==> config.mk <==
export PLATFORM = sky130hd
export DESIGN_NAME = vector_register_file
export DESIGN_NICKNAME = d
export VERILOG_FILES = /design/src/rtl/vrf_pkg.sv /design/src/rtl/vrf_lane_merge.sv /design/src/rtl/vector_register_file.sv
export SDC_FILE = /design/constraint.sdc
export NUM_CORES = 2
export LEC_CHECK = 0
export BUFFER_PORTS_ARGS = -buffer_cell sky130_fd_sc_hd__buf_2
export CAP_MARGIN = 0
export CORE_MARGIN = 2
export CORE_UTILIZATION = 40
export DETAILED_ROUTE_END_ITERATION = 16
export GPL_ROUTABILITY_DRIVEN = 1
export GPL_TIMING_DRIVEN = 0
export SYNTH_ARGS = -nofsm -noshare
export SYNTH_HDL_FRONTEND = slang
export SYNTH_HIERARCHICAL = 1
export SYNTH_SLANG_ARGS = --single-unit
export TNS_END_PERCENT = 10
==> constraint.sdc <==
create_clock -name clk -period 10.7 [get_ports clk]
set_input_delay 0 -clock clk [delete_from_list [all_inputs] [get_ports clk]]
set_output_delay 0 -clock clk [all_outputs]
set_load 0.005 [all_outputs]
==> src/rtl/vrf_pkg.sv <==
// Shared types and default parameters for the vector register file.
package vrf_pkg;

  typedef enum logic [1:0] {
    ST_CLEAR   = 2'd0,
    ST_PRELOAD = 2'd1,
    ST_READY   = 2'd2
  } vrf_state_t;

  localparam int VRF_LANES     = 8;
  localparam int VRF_LANE_W    = 16;
  localparam int VRF_NREGS     = 16;
  localparam int VRF_CONST_IDX = 13;
  localparam int VRF_CONST_VAL = 'hA;

endpackage

==> src/rtl/vrf_lane_merge.sv <==
// Per-lane masked merge: lanes with mask set take new data, the rest keep old data.
module vrf_lane_merge #(
  parameter int LANES  = 8,
  parameter int LANE_W = 16
) (
  input  logic [LANES*LANE_W-1:0] old_i,
  input  logic [LANES*LANE_W-1:0] new_i,
  input  logic [LANES-1:0]        mask_i,
  output logic [LANES*LANE_W-1:0] result_o
);

  always_comb begin
    result_o = old_i;
    for (int i = 0; i < LANES; i++) begin
      if (mask_i[i]) result_o[i*LANE_W +: LANE_W] = new_i[i*LANE_W +: LANE_W];
    end
  end

endmodule

==> src/rtl/vector_register_file.sv <==
// Multi-lane vector register file with clear/preload start-up sequence.
// Optional same-cycle write-to-read bypass enabled by macro VREGFILE_BYPASS_EN.
//
// state   | meaning
// CLEAR   | zero one register per cycle, clr_idx 0..NREGS-1
// PRELOAD | write CONST_VAL into register CONST_IDX
// READY   | accept masked lane writes
module vector_register_file
  import vrf_pkg::*;
#(
  parameter int LANES     = VRF_LANES,
  parameter int LANE_W    = VRF_LANE_W,
  parameter int NREGS     = VRF_NREGS,
  parameter int CONST_IDX = VRF_CONST_IDX,
  parameter logic [LANES*LANE_W-1:0] CONST_VAL = (LANES*LANE_W)'(VRF_CONST_VAL)
) (
  input  logic                       clk,
  input  logic                       rst,
  input  logic                       we,
  input  logic [LANES-1:0]           wmask,
  input  logic [$clog2(NREGS)-1:0]   wa,
  input  logic [LANES*LANE_W-1:0]    wd,
  input  logic [$clog2(NREGS)-1:0]   ra1,
  input  logic [$clog2(NREGS)-1:0]   ra2,
  output logic [LANES*LANE_W-1:0]    rd1,
  output logic [LANES*LANE_W-1:0]    rd2,
  output logic                       ready,
  output logic                       wr_drop
);

  localparam int VW = LANES * LANE_W;
  localparam int AW = $clog2(NREGS);
  localparam logic [AW-1:0] CONST_A = AW'(CONST_IDX);
  localparam logic [AW-1:0] LAST_A  = AW'(NREGS - 1);

  vrf_state_t      state_q, state_d;
  logic [AW-1:0]   clr_idx_q, clr_idx_d;
  logic            wr_drop_q, wr_drop_d;
  logic [VW-1:0]   regs_q [NREGS];

  logic            wa_ok, wr_accept;
  logic [VW-1:0]   wr_old, wr_merged;

  assign wa_ok     = 32'(wa) < NREGS;
  assign wr_accept = (state_q == ST_READY) && we && wa_ok;
  assign wr_old    = wa_ok ? regs_q[wa] : '0;

  vrf_lane_merge #(.LANES(LANES), .LANE_W(LANE_W)) u_merge (
    .old_i    (wr_old),
    .new_i    (wd),
    .mask_i   (wmask),
    .result_o (wr_merged)
  );

  always_comb begin
    state_d   = state_q;
    clr_idx_d = clr_idx_q;
    case (state_q)
      ST_CLEAR: begin
        if (clr_idx_q == LAST_A) state_d = ST_PRELOAD;
        else                     clr_idx_d = clr_idx_q + 1'b1;
      end
      ST_PRELOAD: state_d = ST_READY;
      default:    state_d = ST_READY;
    endcase
    // An all-zero mask is a no-op, never a rejected write.
    wr_drop_d = we && (|wmask) && !wr_accept;
  end

  always_ff @(posedge clk or posedge rst) begin
    if (rst) begin
      state_q   <= ST_CLEAR;
      clr_idx_q <= '0;
      wr_drop_q <= 1'b0;
    end else begin
      state_q   <= state_d;
      clr_idx_q <= clr_idx_d;
      wr_drop_q <= wr_drop_d;
    end
  end

  // Array contents are deliberately left out of reset; the clear sequence defines them.
  always_ff @(posedge clk) begin
    case (state_q)
      ST_CLEAR:   regs_q[clr_idx_q] <= '0;
      ST_PRELOAD: regs_q[CONST_A]   <= CONST_VAL;
      default:    if (wr_accept) regs_q[wa] <= wr_merged;
    endcase
  end

  always_comb begin
    rd1 = (32'(ra1) < NREGS) ? regs_q[ra1] : '0;
    rd2 = (32'(ra2) < NREGS) ? regs_q[ra2] : '0;
`ifdef VREGFILE_BYPASS_EN
    if (wr_accept && (ra1 == wa)) rd1 = wr_merged;
    if (wr_accept && (ra2 == wa)) rd2 = wr_merged;
`endif
  end

  assign ready   = (state_q == ST_READY);
  assign wr_drop = wr_drop_q;

endmodule

==> results.json <==
{
  "die_h_um": 532,
  "synth-warning-count": 6,
  "cts_setup_buffers": 0,
  "clock_path_buffers": 4,
  "synth_top_flop_cell": "edfxtp_1",
  "highest_layer": "met5",
  "worstHoldStart": "wd[89]",
  "holdBufCountCts": 89,
  "synth_top_cells_by_count": "edfxtp_1, mux4_2, clkbuf_1",
  "synth_cell_types": 42,
  "wl_per_cell_um": 49.1,
  "start_kind": "input pin",
  "final_antenna_net_count": 0,
  "drt-total-wl_um": 492000,
  "cts_sinks": 2055,
  "fp-row-count": 193,
  "skew_ps": 49.7,
  "synth_edf_count": 2048,
  "slew_violations": 197,
  "status": "finished, violations left",
  "vias_per_cell": 7.32,
  "gr-usage-all-layers_pct": 34.2,
  "syn_area_mm2": 0.111,
  "grt_pass1_vias": 70600,
  "yosysMostFrequentCell": "edfxtp_1",
  "cts_tree": "built",
  "drt_iter0_markers": 13800,
  "fin_setup_tns_ps": 0,
  "cts_resized": 0,
  "post_synth_main_area_contributors": "edfxtp_1, mux4_2, mux2i_1, mux2_4, a211oi_1",
  "period_minus_slack_ps": 4610,
  "vias": 73300,
  "powerDensity_mw_per_mm2": 154,
  "drt_pass1_iterations": 6,
  "slowest_stage": "clkbuf_1",
  "hpwlAfterDp_um": 328000,
  "hold_violations": 0,
  "io_pins": 409,
  "period_share_pct": 43.1,
  "die_area_mm2": 0.283,
  "grt_max_degree": 21,
  "vdd.ir_drop.worst_uv": 141,
  "synth-seq-cells": 2055,
  "synth-seq-area-share_pct": 55.3,
  "drc": 0,
  "routabilityCongestion": 0.903,
  "syn_nets": 5394,
  "crit_family": "buffers and inverters",
  "fin_nets": 6250,
  "clock-root-buffer": "clkbuf_16",
  "power.total_mw": 19.9,
  "finalNonFillerCells": 10000,
  "crit_path_frequent_cell": "buf_2",
  "yosys.area.top_type": "edfxtp_1",
  "syn_to_final_growth_pct": 16.1,
  "final_layout_size_suffix_gt1_share_pct": 48.9,
  "antenna_found_initial": 43,
  "relSlewSlack_pct": -9.92,
  "core_mm2": 0.277,
  "io_buffers": 397,
  "wl_met3_um": 72100,
  "r2r_start": "state_q[0]",
  "cpPeakStageDelay_ps": 1110,
  "worst_pin_slew_ps": 1650,
  "p_leak_nw": 41.4,
  "clk_pin_slew_ps": 60,
  "rsz0062_at_grt": "no",
  "hp-class": "input pin to register",
  "crit_fanout": 14,
  "max_freq_mhz": 217,
  "insertion_delay_ps": 920,
  "syn_area_per_cell_um2": 21.3,
  "crit_buf_inv": 6,
  "htree_num_levels": 4,
  "arrival_ps": 4610,
  "cts_buffers": 227,
  "crit_chain": "buf_4 -> buf_2 -> buf_2 -> buf_4 -> clkbuf_1 -> a211oi_1 -> a21oi_1 -> buf_2",
  "synth_async_sr_flop_share_pct": 0.341,
  "routedLengthMet1_um": 170000,
  "worstSetupEndpointType": "output pin",
  "overflow": 0,
  "maxCapViolations": 20,
  "violations": "max-capacitance violations, max-slew violations",
  "synthCells": 5242,
  "dp.cells": 9483,
  "setup_violations": 0,
  "start_util_pct": 40.3,
  "crit_required_ps": 10700,
  "worstSetupStartpoint": "ra1[1]",
  "yosysTopAreaCellShare_pct": 55.2,
  "path_class": "input pin to output pin",
  "wl_met2_um": 216000,
  "grt_pass1_wl_um": 645000,
  "chipWidth_um": 532
}
per-stage QoR:
step	setup WS [ps]	instance area, um^2	utilization, %	hold slack (ps)
6_report	6090	129000	46.8	9.51
5_1_grt	6470	129000	46.7	58.3
4_1_cts	6490	129000	46.7	0.0395
3_5_place_dp	6140	121000	43.8	-60.6
3_3_place_gp	-7470	118000	42.7	-64.1
2_1_floorplan	3300	111000	-	-197
worst paths after layout:
path                                  end  slack, ps  depth (start not counted)
setup / recovery                  rd1[67]       6090                          8
hold / removal              regs_q[0][89]         10                          3
setup reg to reg           regs_q[15][60]       6870                          9
hold reg to reg              clr_idx_q[0]        590                          1
max in group asynchronous      state_q[0]      10360                          4
min in group asynchronous    clr_idx_q[2]        120                          4
power by group:
part | internal (mW) | switching, mW | leakage [nW]
registers | 9.05 | 0.0618 | 18.9
logic | 1.11 | 1.73 | 19.0
clock network | 4.48 | 3.45 | 3.50
worst reg2reg max path, stage by stage, from the launching register on:
cell and delay, ps:
dfrtp_1 390, clkbuf_1 330, nand2_1 90, a21boi_0 400
o211ai_1 460, nor2_4 900, buf_12 280, buf_16 210
buf_12 240, buf_16 250
cells by family (layout without fill, tap and decap cells):
kind of cell / after synthesis / after routing / share of synthesized area [%]
other cells: 0 / 28 / 0
mux: 2052 / 2052 / 38.7
xor+xnor: 1 / 1 / 0.00786
flops: 2055 / 2055 / 55.3
fa+ha+maj: 1 / 1 / 0.0112
buf+inv: 510 / 1546 / 2.44
simple gates: 315 / 315 / 1.71
compound gates: 308 / 308 / 1.75
placed cells by master, fill, tap and decap left out, types with 16 or more instances in the layout:
| master | count |
|---|---|
| a21oi_1 | 144 |
| clkinv_1 | 54 |
| a211oi_1 | 137 |
| buf_6 | 31 |
| buf_2 | 561 |
| nor2b_1 | 140 |
| diode_2 | 28 |
| mux4_2 | 1772 |
| clkbuf_16 | 229 |
| buf_12 | 117 |
| nor2_4 | 16 |
| clkbuf_1 | 209 |
| and2_1 | 128 |
| buf_16 | 26 |
| edfxtp_1 | 2048 |
| mux2i_1 | 151 |
| mux2_2 | 49 |
| clkinv_2 | 36 |
| mux2_4 | 80 |
| dlygate4sd3_1 | 89 |
| clkbuf_2 | 34 |
| bufinv_16 | 24 |
| buf_1 | 37 |
| buf_4 | 70 |
state kept, by name (all words and copies together), names as in the netlist:
signal,cells
regs_q,2048
clr_idx_q,4
state_q,2
wr_drop,1
layout make-up:
type | instances | area [um^2]
buffer | 505 | 2750
clock inverter | 134 | 1290
clock buffer | 275 | 5900
inverter | 5 | 18.8
sequential | 2055 | 61700
antenna | 28 | 70.1
fill | 23000 | 147000
timing repair buffer | 627 | 5860
tap | 3705 | 4640
multi-input combinational | 2677 | 47200
per-layer routing:
metal / vias to the layer above / track usage (%)
li1: 25500 / -
met1: 39500 / 44.3
met2: 7007 / 49.8
met3: 1330 / 12.0
met4: 47 / 20.3
met5: - / 0.692
(Power assumes the default switching activity.)
